[config.mk]
export PLATFORM = sky130hd
export DESIGN_NAME = spi_minion_adapter_flat
export DESIGN_NICKNAME = d
export VERILOG_FILES = /design/src/rtl/spi_minion_adapter_pkg.sv /design/src/rtl/spi_minion_adapter_if.sv /design/src/rtl/spi_minion_adapter_fifo.sv /design/src/rtl/spi_minion_adapter.sv /design/src/flat_wrapper.sv
export SDC_FILE = /design/constraint.sdc
export NUM_CORES = 1
export LEC_CHECK = 0
export ABC_AREA = 1
export ABC_CLOCK_PERIOD_IN_PS = 2500
export BUFFER_PORTS_ARGS = -buffer_cell sky130_fd_sc_hd__buf_2
export CORE_AREA = 2 2 109 111
export DETAILED_ROUTE_END_ITERATION = 10
export DIE_AREA = 0 0 111 113
export PLACE_DENSITY_LB_ADDON = 0.3
export RECOVER_POWER = 100
export REMOVE_ABC_BUFFERS = 1
export SLEW_MARGIN = 20
export SYNTH_ARGS = -nofsm -noshare
export SYNTH_HDL_FRONTEND = slang
export SYNTH_SLANG_ARGS = --single-unit
[constraint.sdc]
create_clock -name clk -period 2.5 [get_ports clk]
set_input_delay 0.25 -clock clk [delete_from_list [all_inputs] [get_ports clk]]
set_output_delay 0.25 -clock clk [all_outputs]
set_load 0.02 [all_outputs]
[src/rtl/spi_minion_adapter_pkg.sv]
// Shared field positions and packet layout for the SPI minion adapter.
package spi_adapter_pkg;

    localparam int NBITS_DEFAULT = 32;

    // Push packet flags
    function automatic int val_wr_bit(input int nbits);
        return nbits + 1;
    endfunction

    function automatic int val_rd_bit(input int nbits);
        return nbits;
    endfunction

    // Pull packet flags
    function automatic int val_bit(input int nbits);
        return nbits + 1;
    endfunction

    function automatic int spc_bit(input int nbits);
        return nbits;
    endfunction

    typedef struct packed {
        logic                     flag_hi;
        logic                     flag_lo;
        logic [NBITS_DEFAULT-1:0] data;
    } spi_pkt_t;

    function automatic logic [7:0] sat_inc8(input logic [7:0] v);
        return (v == 8'hff) ? v : v + 8'd1;
    endfunction

endpackage

[src/rtl/spi_minion_adapter_if.sv]
// SPI minion packet ports plus the downstream request/response streams.
interface spi_minion_adapter_if #(parameter int nbits = 32);
    logic             push_en;
    logic [nbits+1:0] push_msg;
    logic             pull_en;
    logic [nbits+1:0] pull_msg;
    logic             send_val;
    logic             send_rdy;
    logic [nbits-1:0] send_msg;
    logic             recv_val;
    logic             recv_rdy;
    logic [nbits-1:0] recv_msg;

    modport master (
        output push_en, push_msg, pull_en, send_rdy, recv_val, recv_msg,
        input  pull_msg, send_val, send_msg, recv_rdy
    );

    modport slave (
        input  push_en, push_msg, pull_en, send_rdy, recv_val, recv_msg,
        output pull_msg, send_val, send_msg, recv_rdy
    );
endinterface

[src/rtl/spi_minion_adapter_fifo.sv]
// Circular-buffer FIFO; full/empty reflect the count at the start of the cycle.
module spi_minion_adapter_fifo #(
    parameter int nbits = 32,
    parameter int depth = 2
) (
    input  logic             clk,
    input  logic             reset,
    input  logic             enq,
    input  logic [nbits-1:0] enq_data,
    input  logic             deq,
    output logic             full,
    output logic             empty,
    output logic [nbits-1:0] head
);
    localparam int PW = (depth > 1) ? $clog2(depth) : 1;
    localparam int CW = $clog2(depth + 1);

    logic [nbits-1:0] mem_q [depth];
    logic [nbits-1:0] mem_d [depth];
    logic [PW-1:0]    wr_ptr_q, wr_ptr_d;
    logic [PW-1:0]    rd_ptr_q, rd_ptr_d;
    logic [CW-1:0]    cnt_q, cnt_d;
    logic             do_enq, do_deq;

    function automatic logic [PW-1:0] ptr_inc(input logic [PW-1:0] p);
        return (p == PW'(depth - 1)) ? '0 : p + 1'b1;
    endfunction

    assign full  = (cnt_q == CW'(depth));
    assign empty = (cnt_q == '0);
    assign head  = mem_q[rd_ptr_q];

    always_comb begin
        do_enq   = enq & ~full;
        do_deq   = deq & ~empty;
        mem_d    = mem_q;
        wr_ptr_d = wr_ptr_q;
        rd_ptr_d = rd_ptr_q;
        cnt_d    = cnt_q;
        if (do_enq) begin
            mem_d[wr_ptr_q] = enq_data;
            wr_ptr_d        = ptr_inc(wr_ptr_q);
        end
        if (do_deq) begin
            rd_ptr_d = ptr_inc(rd_ptr_q);
        end
        case ({do_enq, do_deq})
            2'b10:   cnt_d = cnt_q + 1'b1;
            2'b01:   cnt_d = cnt_q - 1'b1;
            default: cnt_d = cnt_q;
        endcase
    end

    always_ff @(posedge clk) begin
        if (reset) begin
            wr_ptr_q <= '0;
            rd_ptr_q <= '0;
            cnt_q    <= '0;
        end else begin
            wr_ptr_q <= wr_ptr_d;
            rd_ptr_q <= rd_ptr_d;
            cnt_q    <= cnt_d;
        end
    end

    // Storage is never read while empty, so it needs no reset.
    always_ff @(posedge clk) begin
        mem_q <= mem_d;
    end
endmodule

[src/rtl/spi_minion_adapter.sv]
// SPI minion push/pull packets to val/rdy streams, with request and response FIFOs.
// Optional SPI_MINION_ADAPTER_DROP_CNT_EN adds a saturating dropped-write counter.
module spi_minion_adapter
    import spi_adapter_pkg::*;
#(
    parameter int nbits = 32,
    parameter int depth = 2
) (
    input  logic                 clk,
    input  logic                 reset,
    spi_minion_adapter_if.slave  bus
`ifdef SPI_MINION_ADAPTER_DROP_CNT_EN
    ,
    output logic [7:0]           drop_cnt
`endif
);
    localparam int VAL_WR = val_wr_bit(nbits);
    localparam int VAL_RD = val_rd_bit(nbits);

    logic             reqq_full, reqq_empty, rspq_full, rspq_empty;
    logic [nbits-1:0] reqq_head, rspq_head;
    logic             wr_req, reqq_enq, reqq_deq, rspq_enq, rspq_deq;
    logic             armed_now;
    logic             rd_armed_q, rd_armed_d;

    // A pull in the same cycle re-arms before the push consumes the flag.
    always_comb begin
        wr_req     = bus.push_en & bus.push_msg[VAL_WR];
        reqq_enq   = wr_req & ~reqq_full;
        reqq_deq   = ~reqq_empty & bus.send_rdy;
        rspq_enq   = bus.recv_val & ~rspq_full;
        armed_now  = bus.pull_en ? ~rspq_empty : rd_armed_q;
        rspq_deq   = bus.push_en & bus.push_msg[VAL_RD] & armed_now;
        rd_armed_d = bus.push_en ? 1'b0 : armed_now;
    end

    always_ff @(posedge clk) begin
        if (reset) begin
            rd_armed_q <= 1'b0;
        end else begin
            rd_armed_q <= rd_armed_d;
        end
    end

    spi_minion_adapter_fifo #(.nbits(nbits), .depth(depth)) u_reqq (
        .clk      (clk),
        .reset    (reset),
        .enq      (reqq_enq),
        .enq_data (bus.push_msg[nbits-1:0]),
        .deq      (reqq_deq),
        .full     (reqq_full),
        .empty    (reqq_empty),
        .head     (reqq_head)
    );

    spi_minion_adapter_fifo #(.nbits(nbits), .depth(depth)) u_rspq (
        .clk      (clk),
        .reset    (reset),
        .enq      (rspq_enq),
        .enq_data (bus.recv_msg),
        .deq      (rspq_deq),
        .full     (rspq_full),
        .empty    (rspq_empty),
        .head     (rspq_head)
    );

    assign bus.send_val = ~reqq_empty;
    assign bus.send_msg = reqq_head;
    assign bus.recv_rdy = ~rspq_full;
    assign bus.pull_msg = {~rspq_empty, ~reqq_full,
                           rspq_empty ? {nbits{1'b0}} : rspq_head};

`ifdef SPI_MINION_ADAPTER_DROP_CNT_EN
    logic [7:0] drop_cnt_q, drop_cnt_d;

    always_comb begin
        drop_cnt_d = drop_cnt_q;
        if (wr_req & reqq_full) begin
            drop_cnt_d = sat_inc8(drop_cnt_q);
        end
    end

    always_ff @(posedge clk) begin
        if (reset) begin
            drop_cnt_q <= 8'd0;
        end else begin
            drop_cnt_q <= drop_cnt_d;
        end
    end

    assign drop_cnt = drop_cnt_q;
`endif
endmodule

[src/flat_wrapper.sv]
// flat-port wrapper written by rule: the top's interface ports become plain ports
module spi_minion_adapter_flat import spi_adapter_pkg::*;
#(
    parameter int nbits = 32,
    parameter int depth = 2
)
  (clk, reset, bus_push_en, bus_push_msg, bus_pull_en, bus_send_rdy, bus_recv_val, bus_recv_msg, bus_pull_msg, bus_send_val, bus_send_msg, bus_recv_rdy);
  spi_minion_adapter_if #(.nbits(nbits)) bus_i ();
  input  logic clk;
  input  logic reset;
  input wire logic [$bits(bus_i.push_en)-1:0] bus_push_en;
  input wire logic [$bits(bus_i.push_msg)-1:0] bus_push_msg;
  input wire logic [$bits(bus_i.pull_en)-1:0] bus_pull_en;
  input wire logic [$bits(bus_i.send_rdy)-1:0] bus_send_rdy;
  input wire logic [$bits(bus_i.recv_val)-1:0] bus_recv_val;
  input wire logic [$bits(bus_i.recv_msg)-1:0] bus_recv_msg;
  output wire logic [$bits(bus_i.pull_msg)-1:0] bus_pull_msg;
  output wire logic [$bits(bus_i.send_val)-1:0] bus_send_val;
  output wire logic [$bits(bus_i.send_msg)-1:0] bus_send_msg;
  output wire logic [$bits(bus_i.recv_rdy)-1:0] bus_recv_rdy;
  assign bus_i.push_en = bus_push_en;
  assign bus_i.push_msg = bus_push_msg;
  assign bus_i.pull_en = bus_pull_en;
  assign bus_i.send_rdy = bus_send_rdy;
  assign bus_i.recv_val = bus_recv_val;
  assign bus_i.recv_msg = bus_recv_msg;
  assign bus_pull_msg = bus_i.pull_msg;
  assign bus_send_val = bus_i.send_val;
  assign bus_send_msg = bus_i.send_msg;
  assign bus_recv_rdy = bus_i.recv_rdy;
  spi_minion_adapter #(.nbits(nbits), .depth(depth)) u_core (.clk(clk), .reset(reset), .bus(bus_i));
endmodule
==> results.json <==
{
  "outcome": "completed",
  "clk_pin_slew_worst_paths_ps": 50,
  "r2r_slack_ps": 480,
  "insertion_delay_ps": 410,
  "fmax_ghz": 0.453,
  "grt_pass1_wl_mm": 16.2,
  "final_cell_area_um2": 6520,
  "setup_tns_ps": 0,
  "cp_slowest_cell": "inv_2",
  "viasPerCell": 4.84,
  "synth_edf_count": 128,
  "rsz0062_at_grt": "false",
  "synth.avg_cell_area_um2": 12.8,
  "multiInputGateArea_um2": 1030,
  "dp.final_hpwl_mm": 6.49,
  "hold_path_depth": 1,
  "path_buf_inv": 3,
  "antenna_cells": 0,
  "synth_cell_types": 24,
  "drt_wl_total_mm": 10.0,
  "cts-root-buf": "clkbuf_16",
  "finalHoldViolations": 0,
  "synth_area_leaders": "edfxtp_1, nand2_1, a21oi_1",
  "die_y_um": 113,
  "post_cts_resized": 0,
  "crit_path_end_kind": "primary output",
  "cellPowerDensity_nw_per_um2": 990,
  "path_class": "reg2out",
  "hold_start": "bus_recv_msg[31]",
  "cpPeakStageDelay_ps": 430,
  "drive_gt1_share_pct": 14.6,
  "r2r_cells": 5,
  "period_needed_ps": 2210,
  "detail_route.wl_per_cell_um": 14.1,
  "required_ps": 2250,
  "min_delay_worst_endpoint": "u_core.u_rspq.mem_q[63]$_DFFE_PP_",
  "postSynthCellCount": 407,
  "coreArea_um2": 11300,
  "regArea_um2": 4020,
  "fin_nets": 630,
  "cts_tree": "built",
  "start_util_pct": 46.2,
  "slew_viol_final": 0,
  "drt_pass1_iterations": 4,
  "crit_path_start_kind": "flop",
  "p_leak_uw": 0.00250,
  "clock-sinks": 137,
  "finalSetupViolations": 0,
  "arrival_ps": 1960,
  "gp_congestion": 0.739,
  "vdd_drop_max_uv": 454,
  "fin_ws_ps": 291,
  "synth_seq_cells": 137,
  "design.die.area_um2": 12500,
  "cts_made_buffers": 17,
  "die_w_um": 111,
  "synth_top_area_share_pct": 73.8,
  "synth.most_common_cell": "nand2_1",
  "globalRouteOverflowTotal": 0,
  "drc": 0,
  "area_growth_pct": 25.2,
  "yosys.area.top_type": "edfxtp_1",
  "cts_setup_buffers": 0,
  "nFillCells": 976,
  "crit_chain": "buf_4 -> inv_2 -> nand2_1 -> a21oi_1 -> clkbuf_1",
  "seq_area_frac_synth_pct": 77.2,
  "io_buffer_count": 139,
  "ant_nets": 0,
  "worst_pin_slew_ps": 1010,
  "placed_area_um2": 6050,
  "synth_common_cells": "nand2_1, edfxtp_1, a21oi_1",
  "clockBufferDepth": 2,
  "grt_max_degree": 35,
  "place_ws_ps": 807,
  "slew-limit-headroom_pct": 32.7,
  "grt_usage_pct": 16.9,
  "synth_top_flop_cell": "edfxtp_1",
  "drtIter0Drc": 167,
  "cts_hold_buf": 0,
  "synthesis.area_um2": 5210,
  "rows": 39,
  "hold_path.class": "in2reg",
  "async_flop_share_pct": 0,
  "htreeDepth": 4,
  "r2r-end": "u_core.u_reqq.mem_q[44]$_DFFE_PP_",
  "vias": 3446,
  "yosysWarnings": 0,
  "drv_cap": 0,
  "rr_startpoint": "u_core.u_reqq.cnt_q[0]$_SDFFE_PP0P_",
  "period_share_pct": 88.4,
  "antenna_found_initial": 0,
  "ios": 140,
  "finalClockSkew_ps": 5.35,
  "crit_fanout": 32,
  "grt_pass1_vias": 3440,
  "critical_path.top_delay_family": "buffers and inverters"
}
## cells by family (layout without fill, tap and decap cells)
family | after synthesis | after routing | synth area share, %
AO/OA/AOI/OAI | 41 | 41 | 4.06
XOR/XNOR | 1 | 1 | 0.168
adder cells (fa/ha/maj) | 2 | 2 | 0.480
buffers and inverters | 27 | 189 | 2.93
flip-flops | 137 | 137 | 77.2
AND/OR/NAND/NOR | 199 | 199 | 15.1
## cells in the final DEF, fill, tap and decap left out, types with 3 or more instances in the layout
cell type  count
nand2_1      175
edfxtp_1     128
clkbuf_1     101
a21oi_1       39
buf_2         39
clkbuf_16     17
nor2_1        10
inv_1          9
dfxtp_1        9
bufinv_16      5
clkbuf_2       4
buf_4          4
nand3_1        3
clkinv_1       3
## cell type report
cell class                 instances  area share, %
sequential                       137           61.7
multi-input combinational        243           15.8
timing repair buffer             147           9.52
clock buffer                      18           6.58
clock inverter                    14           3.13
tap                              143           2.74
inverter                          10          0.576
## sequential cells by signal (all words and copies together), names as in the netlist
| signal | cells |
|---|---|
| u_core.rd_armed_q | 1 |
| u_core.u_reqq.cnt_q | 2 |
| u_core.u_reqq.wr_ptr_q | 1 |
| u_core.u_reqq.mem_q | 64 |
| u_core.u_rspq.cnt_q | 2 |
| u_core.u_rspq.mem_q | 64 |
| u_core.u_reqq.rd_ptr_q | 1 |
| u_core.u_rspq.wr_ptr_q | 1 |
| u_core.u_rspq.rd_ptr_q | 1 |
## per-layer routing
metal	global-route usage (%)	share of wire [%]	wire length, um
met5	0	0	0
met4	6.25	1.5	148
met3	7.55	9.5	951
met2	27.7	49	4880
met1	20.0	40	4030
## worst reg2reg max path, delay by kind of cell, from the launching register on
family / cells / cell delay [ps]
buffers and inverters: 3 / 870
AND/OR/NAND/NOR: 1 / 90
AO/OA/AOI/OAI: 1 / 260
flip-flops: 1 / 400
## how the worst max path moves through the flow
stage	start	to	slack, ps	cells after the start
3_5_place_dp	u_core.u_rspq.rd_ptr_q$_SDFFE_PP0P_	bus_pull_msg[18]	810	5
5_1_grt	u_core.u_reqq.rd_ptr_q$_SDFFE_PP0P_	bus_send_msg[7]	100	4
2_1_floorplan	u_core.u_reqq.cnt_q[0]$_SDFFE_PP0P_	u_core.u_reqq.mem_q[32]$_DFFE_PP_	50	4
6_report	u_core.u_rspq.rd_ptr_q$_SDFFE_PP0P_	bus_pull_msg[18]	290	5
3_3_place_gp	u_core.u_rspq.rd_ptr_q$_SDFFE_PP0P_	bus_pull_msg[27]	820	5
4_1_cts	u_core.u_rspq.rd_ptr_q$_SDFFE_PP0P_	bus_pull_msg[18]	330	5
## power by group
group | switching, uW | total [uW] | internal [uW]
sequential | 56.0 | 2750 | 2690
combinational | 797 | 1080 | 281
clock | 877 | 2630 | 1760
## through the flow
step,utilization (%),std cells,power (uW),hold WS [ps]
after CTS,59.3,712,6600,9.15
after global routing,57.9,712,6760,4.91
after detailed placement,53.6,680,3950,441
after global placement,53.6,680,3930,439
final,57.9,712,6460,28.9
after floorplan,-,390,3510,322
Power figures use the tool's default switching activity.
